**config.mk**
```make
export PLATFORM = sky130hd
export DESIGN_NAME = ex_cond_stage
export DESIGN_NICKNAME = d
export VERILOG_FILES = /design/src/rtl/ex_cond_stage.sv
export SDC_FILE = /design/constraint.sdc
export NUM_CORES = 1
export LEC_CHECK = 0
export ABC_AREA = 1
export CAP_MARGIN = 20
export CORE_MARGIN = 2
export CORE_UTILIZATION = 45
export DETAILED_ROUTE_END_ITERATION = 8
export DONT_BUFFER_PORTS = 1
export PLACE_DENSITY = 0.64
export SYNTH_ARGS = -nofsm -noshare
export SYNTH_HDL_FRONTEND = slang
export SYNTH_SLANG_ARGS = --single-unit
```
**constraint.sdc**
```tcl
create_clock -name clk -period 1.77 [get_ports clk]
set_input_delay 0.354 -clock clk [delete_from_list [all_inputs] [get_ports clk]]
set_output_delay 0.354 -clock clk [all_outputs]
set_load 0.02 [all_outputs]
```
**src/rtl/ex_cond_stage.sv**
```systemverilog
// Decode-to-execute pipeline register with NZCV flags and ARM condition evaluation.
// Gated E-stage controls are qualified by the condition result of the instruction in E.
module ex_cond_stage #(
  parameter logic [3:0] FLAGS_RESET = 4'b0000
) (
  input  logic       clk,
  input  logic       reset,
  input  logic       StallE,
  input  logic       FlushE,
  input  logic       PCSrcD,
  input  logic       RegWriteD,
  input  logic       MemtoRegD,
  input  logic       MemWriteD,
  input  logic [3:0] ALUControlD,
  input  logic       BranchD,
  input  logic       ALUSrcD,
  input  logic [1:0] FlagWriteD,
  input  logic [3:0] CondD,
  input  logic [3:0] ALUFlagsE,
  output logic       PCSrcE,
  output logic       RegWriteE,
  output logic       MemWriteE,
  output logic       BranchTakenE,
  output logic       MemtoRegE,
  output logic [3:0] ALUControlE,
  output logic       ALUSrcE,
  output logic       CondExE,
  output logic [3:0] FlagsE
);

  logic       pcSrcQ;
  logic       regWriteQ;
  logic       memtoRegQ;
  logic       memWriteQ;
  logic [3:0] aluControlQ;
  logic       branchQ;
  logic       aluSrcQ;
  logic [1:0] flagWriteQ;
  logic [3:0] condQ;
  logic [3:0] flagsQ;
  logic       condEx;

  logic flagN, flagZ, flagC, flagV;
  assign {flagN, flagZ, flagC, flagV} = flagsQ;

  always_comb begin
    condEx = 1'b0;
    case (condQ)
      4'b0000: condEx = flagZ;
      4'b0001: condEx = ~flagZ;
      4'b0010: condEx = flagC;
      4'b0011: condEx = ~flagC;
      4'b0100: condEx = flagN;
      4'b0101: condEx = ~flagN;
      4'b0110: condEx = flagV;
      4'b0111: condEx = ~flagV;
      4'b1000: condEx = flagC & ~flagZ;
      4'b1001: condEx = ~flagC | flagZ;
      4'b1010: condEx = (flagN == flagV);
      4'b1011: condEx = (flagN != flagV);
      4'b1100: condEx = ~flagZ & (flagN == flagV);
      4'b1101: condEx = flagZ | (flagN != flagV);
      4'b1110: condEx = 1'b1;
      default: condEx = 1'b0;
    endcase
  end

  // Flags follow the instruction already in E, so a same-edge flush does not cancel them,
  // while a stall blocks them so a held instruction is applied only once.
  always_ff @(posedge clk) begin
    if (!reset) begin
      pcSrcQ      <= 1'b0;
      regWriteQ   <= 1'b0;
      memtoRegQ   <= 1'b0;
      memWriteQ   <= 1'b0;
      aluControlQ <= 4'b0000;
      branchQ     <= 1'b0;
      aluSrcQ     <= 1'b0;
      flagWriteQ  <= 2'b00;
      condQ       <= 4'b0000;
      flagsQ      <= FLAGS_RESET;
    end else begin
      if (!StallE) begin
        if (flagWriteQ[1] && condEx) flagsQ[3:2] <= ALUFlagsE[3:2];
        if (flagWriteQ[0] && condEx) flagsQ[1:0] <= ALUFlagsE[1:0];
      end
      if (FlushE) begin
        pcSrcQ      <= 1'b0;
        regWriteQ   <= 1'b0;
        memtoRegQ   <= 1'b0;
        memWriteQ   <= 1'b0;
        aluControlQ <= 4'b0000;
        branchQ     <= 1'b0;
        aluSrcQ     <= 1'b0;
        flagWriteQ  <= 2'b00;
        condQ       <= 4'b0000;
      end else if (!StallE) begin
        pcSrcQ      <= PCSrcD;
        regWriteQ   <= RegWriteD;
        memtoRegQ   <= MemtoRegD;
        memWriteQ   <= MemWriteD;
        aluControlQ <= ALUControlD;
        branchQ     <= BranchD;
        aluSrcQ     <= ALUSrcD;
        flagWriteQ  <= FlagWriteD;
        condQ       <= CondD;
      end
    end
  end

  assign CondExE      = condEx;
  assign PCSrcE       = pcSrcQ & condEx;
  assign RegWriteE    = regWriteQ & condEx;
  assign MemWriteE    = memWriteQ & condEx;
  assign BranchTakenE = branchQ & condEx;
  assign MemtoRegE    = memtoRegQ;
  assign ALUControlE  = aluControlQ;
  assign ALUSrcE      = aluSrcQ;
  assign FlagsE       = flagsQ;

endmodule
```
==> results of run 1 <==
[metrics by stage]
stage,setup WS [ps],instances
2_1_floorplan,-35.0,153
4_1_cts,-104,192
5_1_grt,-208,193
3_3_place_gp,111,185
3_5_place_dp,107,185
6_report,-117,193
[how the worst max path moves through the flow]
stage,startpoint,end,slack (ps),cells past startpoint
6_report,FlagsE[2],PCSrcE,-120,9
5_1_grt,condQ[2],MemWriteE,-210,10
4_1_cts,condQ[3],RegWriteE,-100,11
3_5_place_dp,FlagsE[0],RegWriteE,110,10
3_3_place_gp,FlagsE[0],RegWriteE,110,10
2_1_floorplan,FlagsE[3],BranchTakenE,-40,10
[cell type report]
type	count	area (µm²)	area share [%]
inverter	22	90.1	7.13
tap	27	33.8	2.67
clock buffer	4	36.3	2.87
timing repair buffer	13	105	8.32
sequential	20	427	33.8
multi-input combinational	107	572	45.2
[per-layer routing]
layer | vias to the layer above | track usage [%] | routed length (µm)
li1 | 514 | - | -
met2 | 39 | 34.2 | 1190
met4 | 0 | 3.15 | 21
met1 | 448 | 22.8 | 1010
met5 | - | 0 | 0
met3 | 4 | 6.73 | 154
[registers in the layout, indices dropped and copies added (netlist names)]
name,flops
MemtoRegE,1
pcSrcQ,1
ALUSrcE,1
FlagsE,4
memWriteQ,1
regWriteQ,1
ALUControlE,4
branchQ,1
flagWriteQ,2
condQ,4
[logic make-up (layout without fill, tap and decap cells)]
logic type / Yosys count / after routing / share of synthesized area [%]
AO/OA/AOI/OAI: 22 / 22 / 13.6
flip-flops: 20 / 20 / 40.4
buffers and inverters: 26 / 39 / 10.2
AND/OR/NAND/NOR: 85 / 85 / 35.7
[cells in the mapped netlist (all sizes together)]
cell / n
nor3: 1
nand3: 14
a211oi: 10
nand3b: 1
buf: 1
nor2: 29
a21oi: 12
dfxtp: 20
inv: 22
nand2: 40
clkbuf: 3
[timing repair]
action | in CTS | in global routing
setup buffers | 3 | 1
pin swaps | 1 | 11
setup endpoints to repair | 5 | 5
resized for setup | 26 | 25
gates cloned | 0 | 0
[power by group through the flow]
stage          sequential (mW)  clock [mW]  combinational, mW
6_report                 0.477       0.267             0.0926
3_5_place_dp             0.490           0             0.0766
4_1_cts                  0.475       0.275             0.0812
5_1_grt                  0.479       0.293              0.104
2_1_floorplan            0.489           0             0.0678
3_3_place_gp             0.490           0             0.0751
==> flow_metrics.env, run 1 <==
export IMPL_run_status="finished, violations left"
export IMPL_violations="negative setup slack"
export IMPL_dp_hpwl_um=1590
export IMPL_holdPathStages=1
export IMPL_path_max_fanout=4
export IMPL_rsz0062_at_grt="yes"
export IMPL_cts_buffer_depth=2
export IMPL_start_util_pct=49.0
export IMPL_avgSynthCellArea_um2=6.48
export IMPL_grt_pass1_wl_um=3880
export IMPL_gp_congestion=0.891
export IMPL_cts_max_level=1
export IMPL_drive_gt1_share_pct=32.5
export IMPL_leakage_nw=0.537
export IMPL_synthesis_area_um2=991
export IMPL_via_count=1005
export IMPL_whs_ps=132
export IMPL_reg2reg_from="FlagsE[2]"
export IMPL_rows=16
export IMPL_fin_util_pct=62.5
export IMPL_viasPerCell=5.21
export IMPL_period_share_pct=107
export IMPL_drc=0
export IMPL_cts_made_buffers=3
export IMPL_synth_distinct_cells=13
export IMPL_finalSetupTns_ps=-484
export IMPL_worst_setup_path_end_kind="primary output"
export IMPL_seq_area_frac_synth_pct=40.4
export IMPL_grt_use_total_pct=19.4
export IMPL_p_comb_share_pct=11.1
export IMPL_clk_pin_slew_worst_paths_ps=110
export IMPL_path_cells="nand3b_1 -> nand3_1 -> nand2_1 -> nand2_2 -> nor2_4 -> nand2_4 -> inv_4 -> nor2_1 -> buf_4"
export IMPL_wl_um=2380
export IMPL_worstHoldStart="StallE"
export IMPL_report_final_hold_viol_count=0
export IMPL_fmax_mhz=530
export IMPL_layout_commonest_cell="nand2_1"
export IMPL_period_needed_ps=1890
export IMPL_synth_top_area_share_pct=40.4
export IMPL_hold_path_class="input port to register"
export IMPL_drtPass1Iterations=4
export IMPL_synth_seq_cells=20
export IMPL_power_share_clock_pct=31.9
export IMPL_cap_violations=0
export IMPL_clock_sinks=20
export IMPL_postCtsHoldBufs=0
export IMPL_worstSkewPairLatency_ps=300
export IMPL_cts_tree="yes"
export IMPL_die_area_mm2=0.00259
export IMPL_placement_cell_area_mm2=0.00107
export IMPL_irDropWorstVdd_v=0.000389
export IMPL_reg2reg_to="FlagsE[1]"
export IMPL_worstRegToRegCells=9
export IMPL_ant_nets=0
export IMPL_worstMarginPinSlew_ps=572
export IMPL_yosysWarnings=0
export IMPL_layout_nets=191
export IMPL_final_cell_area_mm2=0.00126
export IMPL_fin_ws_ps=-117
export IMPL_p_total_mw=0.836
export IMPL_p_per_area_mw_per_mm2=661
export IMPL_cpLargestDelayFamily="simple AND/OR/NAND/NOR gates"
export IMPL_hold_path_end="condQ[0]"
export IMPL_area_growth_pct=27.5
export IMPL_drtIter0Drc=21
export IMPL_slew_headroom_pct=61.8
export IMPL_finalClockSkew_ps=1.12
export IMPL_io_buffer_count=0
export IMPL_internal_power_mw=0.618
export IMPL_slowest_delay_ps=420
export IMPL_finalSetupViolations=5
export IMPL_core_mm2=0.00202
export IMPL_first_global_vias=946
export IMPL_required_ps=1420
export IMPL_syn_num_nets=177
export IMPL_power_switching_mw=0.218
export IMPL_cp_buffers_inverters=2
export IMPL_slowest_stage="dfxtp_1"
export IMPL_p_seq_share_pct=57.0
export IMPL_synth_cells=153
export IMPL_fill_cells=187
export IMPL_grt_max_degree=30
export IMPL_antenna_found_initial=0
export IMPL_die_w_um=50.9
export IMPL_reg2reg_slack_ps=310
export IMPL_grt_ovfl_total=0
export IMPL_slew_viol_final=0
export IMPL_critical_path_class="register to primary output"
export IMPL_wl_per_cell_um=12.3
export IMPL_synth_top_cell_by_area="dfxtp_1"
export IMPL_root_buffer="clkbuf_4"
export IMPL_synth_area_leaders="dfxtp_1, nand2_1, nor2_1"
export IMPL_cp_data_arrival_time_ps=1530
export IMPL_switching_share_pct=26.1
export IMPL_critPathLaunchType="register"
export IMPL_antenna_cells=0
export IMPL_io_pins=39
export IMPL_dieHeight_um=50.9
export IMPL_final_cell_mix="nand2_1, nor2_1, dfxtp_1, inv_1"
Power figures use the tool's default switching activity.
==> inputs of run 2 (changes only) <==
- SETUP_SLACK_MARGIN: not set -> 0.05
==> flow_metrics.env, run 2 (synthesized netlist as in run 1, its figures left out) <==
export IMPL_critPathLaunchType="register"
export IMPL_cts_tree="yes"
export IMPL_drtPass1Iterations=4
export IMPL_clock_sinks=20
export IMPL_clk_pin_slew_worst_paths_ps=110
export IMPL_wl_um=2390
export IMPL_power_switching_mw=0.223
export IMPL_hold_path_class="input port to register"
export IMPL_switching_share_pct=23.2
export IMPL_cap_violations=0
export IMPL_critical_path_class="register to primary output"
export IMPL_worstMarginPinSlew_ps=543
export IMPL_fmax_mhz=494
export IMPL_grt_use_total_pct=19.7
export IMPL_dieHeight_um=50.9
export IMPL_core_mm2=0.00202
export IMPL_wl_per_cell_um=12.9
export IMPL_critPathMostFrequentCell="nor2_2"
export IMPL_slowest_stage="dfxtp_4"
export IMPL_met2_length_um=1170
export IMPL_drive_gt1_share_pct=26.4
export IMPL_antenna_found_initial=0
export IMPL_via_count=1007
export IMPL_fin_ws_ps=-253
export IMPL_gp_congestion=0.846
export IMPL_whs_ps=125
export IMPL_fin_util_pct=61.9
export IMPL_grt_max_degree=30
export IMPL_rsz0062_at_grt="yes"
export IMPL_ant_nets=0
export IMPL_top_layer="met4"
export IMPL_grt_ovfl_total=0
export IMPL_fill_cells=212
export IMPL_met1_length_um=1070
export IMPL_die_w_um=50.9
export IMPL_p_total_mw=0.960
export IMPL_rows=16
export IMPL_power_share_clock_pct=38.6
export IMPL_path_cells="buf_4 -> nor2_2 -> nand3_1 -> nand2_1 -> nor2_2 -> nand2_4 -> clkinvlp_4 -> nor2_4"
export IMPL_slew_headroom_pct=63.7
export IMPL_grt_pass1_wl_um=3950
export IMPL_required_ps=1420
export IMPL_cpLargestDelayFamily="simple AND/OR/NAND/NOR gates"
export IMPL_drc=0
export IMPL_antenna_cells=0
export IMPL_viasPerCell=5.41
export IMPL_worstSkewPairLatency_ps=300
export IMPL_leakage_nw=0.507
export IMPL_irDropWorstVdd_v=0.000607
export IMPL_cp_data_arrival_time_ps=1670
export IMPL_die_area_mm2=0.00259
export IMPL_report_final_hold_viol_count=0
export IMPL_internal_power_mw=0.737
export IMPL_area_growth_pct=26.3
export IMPL_p_comb_share_pct=11.6
export IMPL_finalSetupViolations=5
export IMPL_cts_made_buffers=3
export IMPL_wl_met3_um=130
export IMPL_postCtsHoldBufs=0
export IMPL_layout_nets=184
export IMPL_period_share_pct=114
export IMPL_first_global_vias=942
export IMPL_violations="negative setup slack"
export IMPL_layout_commonest_cell="nand2_1"
export IMPL_slew_viol_final=0
export IMPL_final_cell_mix="nand2_1, nor2_1, inv_1, dfxtp_1"
export IMPL_io_buffer_count=0
export IMPL_cts_buffer_depth=2
export IMPL_p_seq_share_pct=49.9
export IMPL_finalClockSkew_ps=1.85
export IMPL_worst_setup_path_end_kind="primary output"
export IMPL_dp_hpwl_um=1630
export IMPL_p_per_area_mw_per_mm2=768
export IMPL_period_needed_ps=2020
export IMPL_slowest_delay_ps=390
export IMPL_root_buffer="clkbuf_4"
export IMPL_path_max_fanout=4
export IMPL_drtIter0Drc=23
export IMPL_cp_buffers_inverters=2
export IMPL_start_util_pct=49.0
export IMPL_io_pins=39
export IMPL_cts_max_level=1
export IMPL_run_status="finished, violations left"
[run 2: area by class of cell]
class                           instances  area [µm²]  area share (%)
Clock inverter                          1        30.0            2.40
Timing Repair Buffer                    6        77.6            6.20
Clock buffer                            3        22.5            1.80
Inverter                               22        93.8            7.50
Sequential cell                        20         424            33.9
Tap cell                               27        33.8            2.70
Multi-Input combinational cell        107         569            45.5
[run 2: repair_timing]
item / 4_1_cts / 5_1_grt
setup endpoints to repair: 5 / 9
setup buffers: 2 / 0
gates cloned: 1 / 0
pin swaps: 4 / 4
resized for setup: 29 / 12
[run 2: worst register-to-register path: stages, from the launching register on]
cell and delay [ps]:
dfxtp_4 390, buf_4 150, a21oi_1 130, nor2_1 60
nand2_1 70, nand2_2 60, nor2_2 150, nand2_4 70
buf_4 150, bufbuf_16 250, nand3_1 60, nand2_1 50
nor2_1 90
[run 2: worst paths after layout]
check,start,endpoint,slack (ps),cells past startpoint
setup reg to reg,condQ[3],FlagsE[0],20,12
hold / removal,StallE,condQ[3],130,1
hold reg to reg,flagWriteQ[1],flagWriteQ[1],480,2
setup / recovery,condQ[3],RegWriteE,-250,8
[run 2: layer usage]
layer / GRT usage, % / vias up
li1: - / 504
met1: 24.4 / 464
met2: 34.8 / 35
met3: 6.14 / 4
met4: 1.35 / 0
met5: 0 / -
[run 2: stage by stage]
stage                     area [µm²]  std cells  TNS (ps)  setup WS (ps)
final                           1250        186     -1200           -253
after global routing            1250        186     -1870           -360
after CTS                       1220        186     -1050           -232
after detailed placement        1040        179         0            107
after global placement          1040        179         0            130
after floorplan                 1000        153         0           84.5
[run 2: power groups by stage]
| stage | sequential, mW | clock, mW | combinational, mW |
|---|---|---|---|
| floorplan | 0.489 | 0 | 0.0700 |
| global placement | 0.491 | 0 | 0.0741 |
| detailed placement | 0.492 | 0 | 0.0763 |
| CTS | 0.480 | 0.382 | 0.106 |
| global route | 0.482 | 0.407 | 0.123 |
| finish | 0.479 | 0.370 | 0.111 |
